[config.mk]
export PLATFORM = sky130hd
export DESIGN_NAME = ysyx_22040759_div
export DESIGN_NICKNAME = d
export VERILOG_FILES = /design/src/rtl/ysyx_22040759_div_pkg.sv /design/src/rtl/ysyx_22040759_div_iter.sv /design/src/rtl/ysyx_22040759_div.sv
export SDC_FILE = /design/constraint.sdc
export NUM_CORES = 1
export LEC_CHECK = 0
export ABC_AREA = 1
export BUFFER_PORTS_ARGS = -buffer_cell sky130_fd_sc_hd__buf_4
export CORE_MARGIN = 2
export CORE_UTILIZATION = 55
export DETAILED_ROUTE_END_ITERATION = 7
export PLACE_DENSITY = 0.74
export SLEW_MARGIN = 20
export SYNTH_ARGS = -nofsm -noshare
export SYNTH_HDL_FRONTEND = slang
export SYNTH_SLANG_ARGS = --single-unit
[constraint.sdc]
create_clock -name clk -period 8.5 [get_ports clk]
set_clock_uncertainty 0.1 [all_clocks]
set_input_delay 0.85 -clock clk [delete_from_list [all_inputs] [get_ports clk]]
set_output_delay 0.85 -clock clk [all_outputs]
set_load 0.02 [all_outputs]
[src/rtl/ysyx_22040759_div_pkg.sv]
// Shared constants and types for the ysyx_22040759 RV32M divide unit.
// Holds operand width, FSM encodings, special-case results and a negate helper.
package ysyx_22040759_div_pkg;

  localparam int XLEN  = 32;
  localparam int CNT_W = 5;

  localparam logic [1:0] DIV_IDLE = 2'd0;
  localparam logic [1:0] DIV_CALC = 2'd1;
  localparam logic [1:0] DIV_DONE = 2'd2;

  localparam logic [XLEN-1:0] DIV_ZERO_Q = 32'hFFFF_FFFF;
  localparam logic [XLEN-1:0] INT_MIN    = 32'h8000_0000;

  typedef struct packed {
    logic            sgn;
    logic            rem;
    logic [XLEN-1:0] dividend;
    logic [XLEN-1:0] divisor;
  } div_req_t;

  // Two's-complement negate when requested; used for both operand magnitude and result sign fix-up.
  function automatic logic [XLEN-1:0] neg_if(input logic neg, input logic [XLEN-1:0] val);
    logic [XLEN-1:0] res;
    if (neg) begin
      res = ~val + 32'd1;
    end else begin
      res = val;
    end
    return res;
  endfunction

endpackage

[src/rtl/ysyx_22040759_div_iter.sv]
// One restoring-division step: shift in a dividend bit, compare-subtract the divisor
// with a 33-bit difference so unsigned divisors above 2^31 are handled exactly.
module ysyx_22040759_div_iter
  import ysyx_22040759_div_pkg::*;
(
  input  logic [XLEN-1:0] rem_in,
  input  logic            bit_in,
  input  logic [XLEN-1:0] divisor,
  output logic [XLEN-1:0] rem_out,
  output logic            q_bit
);

  logic [XLEN:0] partial_s;
  logic [XLEN:0] diff_s;

  // rem_in < divisor always holds, so the difference MSB is a clean borrow flag.
  always_comb begin
    partial_s = {rem_in, bit_in};
    diff_s    = partial_s - {1'b0, divisor};
    q_bit     = ~diff_s[XLEN];
    if (q_bit) begin
      rem_out = diff_s[XLEN-1:0];
    end else begin
      rem_out = partial_s[XLEN-1:0];
    end
  end

endmodule

[src/rtl/ysyx_22040759_div.sv]
// Multi-cycle radix-2 restoring divider for DIV/DIVU/REM/REMU with valid/ready
// handshakes on request and writeback sides and a pipeline-kill flush.
module ysyx_22040759_div
  import ysyx_22040759_div_pkg::*;
(
  input  logic            clk,
  input  logic            rst,
  input  logic            flush,
  input  logic            in_valid,
  output logic            in_ready,
  input  logic            in_signed,
  input  logic            in_rem,
  input  logic [XLEN-1:0] in_dividend,
  input  logic [XLEN-1:0] in_divisor,
  input  logic [4:0]      in_rd,
  output logic            out_valid,
  input  logic            out_ready,
  output logic [XLEN-1:0] out_result,
  output logic [4:0]      out_rd
);

  logic [1:0]       state_r;
  logic [CNT_W-1:0] cnt_r;
  logic [XLEN-1:0]  dvd_r;
  logic [XLEN-1:0]  dvs_r;
  logic [XLEN-1:0]  rem_r;
  logic             q_neg_r;
  logic             r_neg_r;
  logic             rem_sel_r;
  logic             out_valid_r;
  logic [XLEN-1:0]  out_result_r;
  logic [4:0]       out_rd_r;

  div_req_t         req_s;
  logic             a_neg_s;
  logic             b_neg_s;
  logic [XLEN-1:0]  a_abs_s;
  logic [XLEN-1:0]  b_abs_s;
  logic             div_zero_s;
  logic             ovf_s;
  logic [XLEN-1:0]  special_res_s;

  logic [XLEN-1:0]  iter_rem_s;
  logic             iter_q_s;
  logic [XLEN-1:0]  quot_next_s;
  logic [XLEN-1:0]  final_res_s;

  // Accept-time decode: operand magnitudes, result signs and the two early-exit cases.
  always_comb begin
    req_s.sgn      = in_signed;
    req_s.rem      = in_rem;
    req_s.dividend = in_dividend;
    req_s.divisor  = in_divisor;
    a_neg_s    = req_s.sgn & req_s.dividend[XLEN-1];
    b_neg_s    = req_s.sgn & req_s.divisor[XLEN-1];
    a_abs_s    = neg_if(a_neg_s, req_s.dividend);
    b_abs_s    = neg_if(b_neg_s, req_s.divisor);
    div_zero_s = (req_s.divisor == 32'h0000_0000);
    ovf_s      = req_s.sgn & (req_s.dividend == INT_MIN) & (req_s.divisor == 32'hFFFF_FFFF);
    if (div_zero_s) begin
      special_res_s = req_s.rem ? req_s.dividend : DIV_ZERO_Q;
    end else if (ovf_s) begin
      special_res_s = req_s.rem ? 32'h0000_0000 : INT_MIN;
    end else begin
      special_res_s = 32'h0000_0000;
    end
  end

  ysyx_22040759_div_iter u_iter (
    .rem_in  (rem_r),
    .bit_in  (dvd_r[XLEN-1]),
    .divisor (dvs_r),
    .rem_out (iter_rem_s),
    .q_bit   (iter_q_s)
  );

  // Quotient bits shift into the vacated low end of the dividend register.
  always_comb begin
    quot_next_s = {dvd_r[XLEN-2:0], iter_q_s};
    if (rem_sel_r) begin
      final_res_s = neg_if(r_neg_r, iter_rem_s);
    end else begin
      final_res_s = neg_if(q_neg_r, quot_next_s);
    end
  end

  // Control FSM and datapath registers; flush outranks both handshakes.
  always_ff @(posedge clk or posedge rst) begin
    if (rst) begin
      state_r      <= DIV_IDLE;
      cnt_r        <= '0;
      dvd_r        <= '0;
      dvs_r        <= '0;
      rem_r        <= '0;
      q_neg_r      <= 1'b0;
      r_neg_r      <= 1'b0;
      rem_sel_r    <= 1'b0;
      out_valid_r  <= 1'b0;
      out_result_r <= '0;
      out_rd_r     <= 5'd0;
    end else if (flush) begin
      state_r     <= DIV_IDLE;
      out_valid_r <= 1'b0;
    end else begin
      case (state_r)
        DIV_IDLE: begin
          if (in_valid) begin
            dvd_r     <= a_abs_s;
            dvs_r     <= b_abs_s;
            rem_r     <= '0;
            q_neg_r   <= a_neg_s ^ b_neg_s;
            r_neg_r   <= a_neg_s;
            rem_sel_r <= in_rem;
            out_rd_r  <= in_rd;
            if (div_zero_s || ovf_s) begin
              out_result_r <= special_res_s;
              out_valid_r  <= 1'b1;
              state_r      <= DIV_DONE;
            end else begin
              cnt_r   <= 5'd31;
              state_r <= DIV_CALC;
            end
          end
        end
        DIV_CALC: begin
          rem_r <= iter_rem_s;
          dvd_r <= quot_next_s;
          cnt_r <= cnt_r - 5'd1;
          if (cnt_r == 5'd0) begin
            out_result_r <= final_res_s;
            out_valid_r  <= 1'b1;
            state_r      <= DIV_DONE;
          end
        end
        DIV_DONE: begin
          if (out_ready) begin
            out_valid_r <= 1'b0;
            state_r     <= DIV_IDLE;
          end
        end
        default: begin
          out_valid_r <= 1'b0;
          state_r     <= DIV_IDLE;
        end
      endcase
    end
  end

  assign in_ready   = (state_r == DIV_IDLE);
  assign out_valid  = out_valid_r;
  assign out_result = out_result_r;
  assign out_rd     = out_rd_r;

endmodule

==> qor.txt, run 1 <==
Status: complete, no violations
Reg2Reg Depth: 30
Data arrival, critical path: 5.44 ns
Top FF cell, synth: dfrtp_1
Final Slew Violations: 0
Number of global-route vias before repair: 13491
Fin nets: 2403
Critical path required time: 8.73 ns
Worst Hold Path EP: dvs_r[6]
Post-synth EDFFs: 0
Post-DP HPWL: 34300 µm
Power, Total: 6.75 mW
Slew @ Worst Pin: 1.01 ns
Mapped Cells: 2219
R2r setup slk: 3.29 ns
#FFs+latches synth: 144
Comb power frac: 70.4%
R2R Path End: out_result[30]
Met1 wire length: 20100 µm
Initial Utilization: 55.6%
Diodes inserted: 0
GRT Resource Usage Total: 35.4%
Syn nets: 2335
H-tree levels: 4
DR WL/cell: 17.3 µm
Clk buf depth: 2
Peak Freq: 0.192 GHz
Period minus WS final: 5.21 ns
Total Wirelength: 45300 µm
Relative slew slack: 32.3%
P&R area growth vs syn: 11.7%
Slowest CP cell: nand2_4
Worst hold path class: flip-flop to flip-flop
Count of different cell masters after synthesis: 52
Min-Delay Startpoint: dvs_r[6]
Hold buffers post-CTS: 0
DRC viols: 0
CTS Buf Count: 17
Worst hold path depth: 2
Via density: 5.68
Final worst path period share: 61.3%
Mapped cell area: 13400 µm²
Setup TNS: 0 ns
Max Cap Viol: 0
Most frequent cells in the layout: nand2_1, inv_1, nor2_1, nand3_1, dfrtp_1
TritonCTS clock tree: yes
Critical path type: flip-flop to flip-flop
Metal3 WL: 4020 µm
CTS resizes: 0
Total congestion overflow: 0
Hold Vio Cnt, Final: 0
Clock sink total: 144
Initial DRC Count: 1771
Clock power share: 11.6%
Reg2reg start: dvs_r[0]
Detail Route met2 WL: 20100 µm
CP most frequent cell: nand2_1
DIE AREA: 25600 µm²
Sequential-to-total area share from yosys stat: 26.9%
Clock-pin transition on the worst setup and hold timing paths: 0.07 ns
P_sw: 3.88 mW
Core Footprint: 24100 µm²
Critical Path End Type: flip-flop
Max stage delay on crit path: 0.46 ns
IO Port Bufs: 114
Pwr dens: 451 nW/µm²
Power Internal: 2.88 mW
# setup viols final: 0
Synth warn: 0
Ports: 115
Fraction of layout cells with a size suffix above 1: 10.4%
Number of setup buffers added after CTS: 0
DRT Pass-1 Iters: 5
Commonest non-fill, non-tap cell in the layout: nand2_1
Clock latency on the worst-skew pair: 0.45 ns
Post-route ant nets: 0
Die height: 160 µm
RSZ-0062 raised after global routing: no
Routability cong.: 0.980
Initial antenna violation count: 0
Largest net degree at the start of global routing: 79
First-pass GRT wire length: 71800 µm
Die W: 160 µm
Seq pwr share: 18.0%
Number of cell rows: 57
CP max FO: 34
VDD IR max: 282 µV
CTS root buf: clkbuf_16
Critical path launch point type: flip-flop
Layout Utilization: 62.1%
Via count: 14917
Leak: 7.92 nW
Synth Area per Inst: 6.04 µm²
Top Metal Used: met4
Post-synth ARST share: 100%
Sw frac: 57.4%
[routing by layer]
layer  GRT usage, %  up-vias
li1               -     7251
met1           51.6     6868
met2           55.1      720
met3           4.29       78
met4           10.9        0
met5              0        -
[sequential cells by signal, summed over array words and instances (netlist names)]
signal      cells
rem_r          32
rem_sel_r       1
state_r         2
r_neg_r         1
out_valid       1
cnt_r           5
out_result     32
q_neg_r         1
dvd_r          32
dvs_r          32
out_rd          5
[logic make-up after synthesis]
kind of cell             after synthesis  share of synthesized area (%)
buffers and inverters                394                           11.7
adder cells (fa/ha/maj)               40                           3.79
AND/OR/NAND/NOR                     1240                           39.7
AO/OA/AOI/OAI                        351                           14.7
XOR/XNOR                              50                           3.27
flip-flops                           144                           26.9
[Yosys cell counts (all sizes together) (29+ instances only)]
| cell | n | share of area, % |
|---|---|---|
| nor2 | 238 | 7.0 |
| ha | 39 | 3.6 |
| nor3 | 31 | 1.3 |
| o22ai | 31 | 1.4 |
| buf | 29 | 1.5 |
| xor2 | 34 | 2.2 |
| inv | 314 | 8.8 |
| dfrtp | 144 | 27 |
| clkbuf | 48 | 1.3 |
| nand3 | 160 | 6.3 |
| a21oi | 132 | 5.2 |
| nand2 | 728 | 21 |
| o21ai | 146 | 5.6 |
| nand4 | 40 | 1.9 |
[cell type report]
| cell class | instances | area [µm²] |
|---|---|---|
| clock buffers | 18 | 439 |
| fillers | 2362 | 9130 |
| multi-input cells | 1681 | 8240 |
| well taps | 324 | 405 |
| repair buffers | 126 | 950 |
| flip-flops and latches | 144 | 3600 |
| inverters | 317 | 1190 |
| clock inverters | 14 | 145 |
[worst max-delay path: cells and delay by family, from the launching register on]
family                     cells  cell delay [ns]
DFF                            1             0.39
and+or+nand+nor               21             2.97
adders and majority gates      3             0.92
AOI/OAI and AO/OA              5             0.59
buffers and inverters          1             0.12
[power groups by stage]
| stage | registers [mW] | logic [mW] | clock network (mW) |
|---|---|---|---|
| after global placement | 1.20 | 4.60 | 0 |
| after detailed placement | 1.22 | 4.63 | 0 |
| final | 1.21 | 4.76 | 0.784 |
| after CTS | 1.21 | 4.66 | 0.782 |
| after floorplan | 1.27 | 3.34 | 0 |
| after global routing | 1.25 | 5.27 | 0.811 |
[per-stage QoR]
step                      hold WS [ns]  setup WS, ns  cell area, µm²  instances
after floorplan                  0.351          3.68           13400       2219
after global placement           0.364          3.61           14400       2592
after detailed placement         0.371          3.46           14400       2592
after CTS                        0.389          3.41           15000       2624
after global routing             0.401          2.87           15000       2624
final                            0.384          3.29           15000       2624
[worst max path at each step]
stage                     startpoint        endpoint  slack (ns)  cells after the start
after CTS                   dvs_r[0]  out_result[30]        3.41                     30
after global routing        dvs_r[0]  out_result[30]        2.87                     30
after floorplan                  rst        cnt_r[0]        3.68                      1
final                       dvs_r[0]  out_result[30]        3.29                     30
after global placement      dvs_r[0]  out_result[30]        3.61                     30
after detailed placement    dvs_r[0]  out_result[30]        3.46                     30
Power figures use the tool's default switching activity.
==> run 2: changes to the inputs <==
==> constraint.sdc (replaced) <==
create_clock -name clk -period 5 [get_ports clk]
set_clock_uncertainty 0.1 [all_clocks]
set_input_delay 0.5 -clock clk [delete_from_list [all_inputs] [get_ports clk]]
set_output_delay 0.5 -clock clk [all_outputs]
set_load 0.02 [all_outputs]
==> qor.txt, run 2 (synthesized netlist as in run 1, its figures left out) <==
Clk buf depth: 2 (unchanged)
GRT Resource Usage Total: 35.7% (+0.26 points)
Clock sink total: 144 (unchanged)
Clock-pin transition on the worst setup and hold timing paths: 0.08 ns (about the same)
RSZ-0062 raised after global routing: no
Routability cong.: 0.938 (-4.3%)
CP most frequent cell: nand2_1
Initial antenna violation count: 0 (unchanged)
P&R area growth vs syn: 12.2%
Hold buffers post-CTS: 0 (unchanged)
Relative slew slack: 39.2% (+6.9 points)
Pwr dens: 774 nW/µm² (+72%)
Die W: 160 µm (unchanged)
Core Footprint: 24100 µm² (unchanged)
R2R Path End: out_result[30]
Final non-filler cell total: 2628 (+0.15%)
Commonest non-fill, non-tap cell in the layout: nand2_1
Critical path type: flip-flop to flip-flop
DRC viols: 0 (unchanged)
Slew @ Worst Pin: 0.911 ns (-0.103 ns)
Number of cell rows: 57 (unchanged)
CP max FO: 4 (-88%)
CTS root buf: clkbuf_16
Peak Freq: 0.222 GHz (+16%)
Final worst path period share: 89.9% (+29 points)
Setup TNS: 0 ns (unchanged)
Leak: 7.97 nW (+0.59%)
Max Cap Viol: 0 (unchanged)
GR met2 Demand/Resource: 54.8% (-0.31 points)
# setup viols final: 0 (unchanged)
Via density: 5.69 (about the same)
Critical path required time: 5.22 ns (-3.51 ns)
Diodes inserted: 0 (unchanged)
Total congestion overflow: 0 (unchanged)
Total Wirelength: 45600 µm (+0.64%)
Critical Path End Type: flip-flop
Initial Utilization: 55.6% (unchanged)
Reg2Reg Depth: 30 (unchanged)
First-pass GRT wire length: 72400 µm (+0.85%)
Clock latency on the worst-skew pair: 0.44 ns (about the same)
Status: complete, no violations
H-tree levels: 4 (unchanged)
CTS Buf Count: 17 (unchanged)
Cell Area, Placed: 14400 µm² (+0.23%)
Die height: 160 µm (unchanged)
Layer with the highest usage: met2
CTS resizes: 0 (unchanged)
Hold Vio Cnt, Final: 0 (unchanged)
Buf/Inv on CP: 1 (unchanged)
Via count: 14954 (+0.25%)
Ports: 115 (unchanged)
Final Slew Violations: 0 (unchanged)
Reg2reg start: dvs_r[0]
Most frequent cells in the layout: nand2_1, inv_1, nor2_1, nand3_1, dfrtp_1
IO Port Bufs: 114 (unchanged)
Fin nets: 2407 (+0.17%)
Fraction of layout cells with a size suffix above 1: 10.6% (+0.20 points)
TritonCTS clock tree: yes
Met3 GRT Util: 4.44% (+0.16 points)
Max stage delay on crit path: 0.41 ns (-0.05 ns)
Global Route met1 Usage: 52.2% (+0.66 points)
DIE AREA: 25600 µm² (unchanged)
DR WL/cell: 17.4 µm (+0.48%)
Number of setup buffers added after CTS: 0 (unchanged)
Data arrival, critical path: 4.72 ns (-0.72 ns)
Slowest CP cell: fa_1
Worst path top cell family by delay: simple AND/OR/NAND/NOR gates
Largest net degree at the start of global routing: 109 (+38%)
Period minus WS final: 4.50 ns (-0.719 ns)
Number of global-route vias before repair: 13469 (-0.16%)
Worst hold path class: input port to asynchronous set/reset pin
Initial DRC Count: 1980 (+12%)
DRT Pass-1 Iters: 7 (+2)
Post-DP HPWL: 34900 µm (+1.9%)
Post-route ant nets: 0 (unchanged)
Placed cell count: 2596 (+0.15%)
Critical path launch point type: flip-flop
VDD IR max: 475 µV (+68%)
R2r setup slk: 0.50 ns (-2.78 ns)
Final instance area: 15000 µm² (+0.38%)
run 2: layer usage:
| metal | share of wire, % | routed length, µm |
|---|---|---|
| met5 | 0 | 0 |
| met4 | 2.9 | 1310 |
| met3 | 8.7 | 3960 |
| met2 | 44 | 19900 |
| met1 | 45 | 20500 |
run 2: worst max-delay path by stage:
stage | startpoint | end | cells after the start
floorplan | rst | cnt_r[0] | 1
global placement | dvs_r[0] | out_result[30] | 30
detailed placement | dvs_r[0] | out_result[30] | 30
CTS | dvs_r[0] | out_result[30] | 30
global route | dvs_r[0] | out_result[28] | 30
finish | dvs_r[0] | out_result[30] | 30
run 2: stage by stage:
step	setup slack, ns	hold WS (ns)	utilization (%)	power [mW]
6_report	0.505	0.102	62.4	11.6
3_5_place_dp	0.625	0.371	59.8	10.0
3_3_place_gp	0.723	0.362	59.8	9.96
2_1_floorplan	0.534	0.351	-	7.85
5_1_grt	0.0969	0.170	62.4	12.6
4_1_cts	0.590	0.143	62.4	11.5
run 2: report_power, final:
group / total [mW] / leakage, nW / switching (mW) / internal (mW)
sequential: 2.07 / 1.78 / 0.389 / 1.68
combinational: 8.19 / 5.89 / 5.67 / 2.52
clock: 1.38 / 0.299 / 0.613 / 0.762
run 2: layout make-up:
type | instances | area (µm²)
fillers | 2403 | 9070
multi-input cells | 1681 | 8240
clock buffers | 17 | 425
clock inverters | 15 | 185
inverters | 317 | 1200
repair buffers | 130 | 976
well taps | 324 | 405
flip-flops and latches | 144 | 3600
==> run 3: changes to the inputs <==
--- a/config.mk
+++ b/config.mk
@@ -8,9 +8,8 @@
 export ABC_AREA = 1
 export BUFFER_PORTS_ARGS = -buffer_cell sky130_fd_sc_hd__buf_4
 export CORE_MARGIN = 2
-export CORE_UTILIZATION = 55
+export CORE_UTILIZATION = 35
 export DETAILED_ROUTE_END_ITERATION = 7
-export PLACE_DENSITY = 0.74
 export SLEW_MARGIN = 20
 export SYNTH_ARGS = -nofsm -noshare
 export SYNTH_HDL_FRONTEND = slang
==> qor.txt, run 3 (synthesized netlist as in run 1, its figures left out) <==
Commonest non-fill, non-tap cell in the layout: nand2_1
Clock-pin transition on the worst setup and hold timing paths: 0.07 ns (about the same)
Core Footprint: 37700 µm² (+56%)
Critical path required time: 5.23 ns (about the same)
Max Cap Viol: 0 (unchanged)
Status: complete, no violations
CTS resizes: 0 (unchanged)
Hold Vio Cnt, Final: 0 (unchanged)
Slowest CP cell: fa_1
Number of setup buffers added after CTS: 0 (unchanged)
Final Slew Violations: 0 (unchanged)
Data arrival, critical path: 4.75 ns (+0.03 ns)
First-pass GRT wire length: 76600 µm (+5.8%)
Leak: 7.99 nW (+0.23%)
Max stage delay on crit path: 0.41 ns (about the same)
Initial DRC Count: 1179 (-40%)
Relative slew slack: 38.7% (-0.49 points)
Critical path type: flip-flop to flip-flop
Largest net degree at the start of global routing: 79 (-28%)
Fraction of layout cells with a size suffix above 1: 10.5% (-0.082 points)
Final instance area: 15300 µm² (+1.9%)
P&R area growth vs syn: 14.3%
GRT Resource Usage Total: 25.1% (-11 points)
Die height: 200 µm (+25%)
Setup TNS: 0 ns (unchanged)
Die W: 200 µm (+25%)
Hold buffers post-CTS: 0 (unchanged)
Clock sink total: 144 (unchanged)
Number of global-route vias before repair: 13655 (+1.4%)
DR WL/cell: 17.5 µm (+0.52%)
CTS root buf: clkbuf_16
CTS Buf Count: 17 (unchanged)
Pwr dens: 771 nW/µm² (-0.43%)
DIE AREA: 39900 µm² (+56%)
Initial Utilization: 35.6% (-20 points)
Fin nets: 2407 (unchanged)
Post-route ant nets: 0 (unchanged)
CP most frequent cell: nand2_1
Worst hold path class: input port to asynchronous set/reset pin
TritonCTS clock tree: yes
Slew @ Worst Pin: 0.919 ns (+0.00734 ns)
# setup viols final: 0 (unchanged)
Routability cong.: 0.977 (+4.1%)
Total congestion overflow: 0 (unchanged)
Critical Path End Type: flip-flop
Post-DP HPWL: 38000 µm (+8.9%)
Most frequent cells in the layout: nand2_1, inv_1, nor2_1, nand3_1, dfrtp_1
Final worst path period share: 90.4% (+0.48 points)
H-tree levels: 4 (unchanged)
Layout Utilization: 40.7% (-22 points)
Period minus WS final: 4.52 ns (+0.0242 ns)
Clock latency on the worst-skew pair: 0.45 ns (about the same)
Diodes inserted: 0 (unchanged)
Final non-filler cell total: 2814 (+7.1%)
DRC viols: 0 (unchanged)
IO Port Bufs: 114 (unchanged)
Peak Freq: 0.221 GHz (-0.54%)
# fillers: 4124 (+72%)
Number of cell rows: 71 (+25%)
Initial antenna violation count: 0 (unchanged)
Via count: 14520 (-2.9%)
Placed cell count: 2783 (+7.2%)
CP max FO: 4 (unchanged)
Cell Area, Placed: 14700 µm² (+1.6%)
Clk buf depth: 2 (unchanged)
Ports: 115 (unchanged)
DRT Pass-1 Iters: 6 (-1)
RSZ-0062 raised after global routing: no
Total Wirelength: 49100 µm (+7.6%)
VDD IR max: 344 µV (-28%)
Critical path launch point type: flip-flop
Via density: 5.16 (-9.3%)
run 3: changes by cell type in the layout (fill, tap and decap cells not counted):
cell / previous run / this run
clkbuf_8: 0 / 4
bufinv_16: 2 / 5
clkbuf_1: 0 / 1
clkinv_2: 0 / 1
inv_8: 6 / 0
inv_6: 5 / 1
clkinvlp_4: 1 / 2
clkinv_4: 2 / 1
run 3: final timing paths:
path                                start        endpoint  slack (ns)  cells past startpoint
max                              dvs_r[0]  out_result[30]        0.48                     30
min                                   rst       out_rd[1]        0.10                      2
max reg2reg                      dvs_r[0]  out_result[30]        0.48                     30
min reg2reg                out_result[31]  out_result[31]        0.39                      2
max in group asynchronous             rst       rem_r[22]        3.61                      3
min in group clk                 in_rd[0]       out_rd[0]        0.14                      3
run 3: worst max-delay path, delay by kind of cell (launching register included):
kind | cells | cell delay [ns]
fa+ha+maj | 3 | 0.82
compound gates | 5 | 0.59
buf+inv | 1 | 0.12
flops | 1 | 0.39
simple gates | 21 | 2.40
run 3: where the power goes:
group	switching, mW	internal [mW]	total (mW)
Clock	0.563	0.937	1.50
Sequential	0.395	1.68	2.08
Combinational	5.72	2.51	8.23
run 3: final cells by class:
class	instances	area (µm²)	area share, %
Multi-Input combinational cell	1681	8240	53.8
Sequential cell	144	3600	23.5
Inverter	317	1190	7.80
Timing Repair Buffer	130	976	6.37
Tap cell	511	639	4.17
Clock buffer	22	484	3.16
Clock inverter	9	179	1.17
run 3: routing by layer:
metal | track usage (%) | vias to the layer above | wire length, µm
li1 | - | 7262 | -
met1 | 35.6 | 6729 | 22900
met2 | 40.2 | 463 | 22300
met3 | 2.73 | 66 | 2810
met4 | 7.30 | 0 | 1130
met5 | 0 | - | 0
run 3: per-stage QoR:
step                hold slack (ns)  worst slack, ns  power [mW]
global placement              0.363            0.613        10.2
floorplan                     0.351            0.534        7.85
CTS                           0.125            0.566        11.7
detailed placement            0.367            0.580        10.2
global route                  0.155           0.0382        12.9
finish                        0.101            0.481        11.8
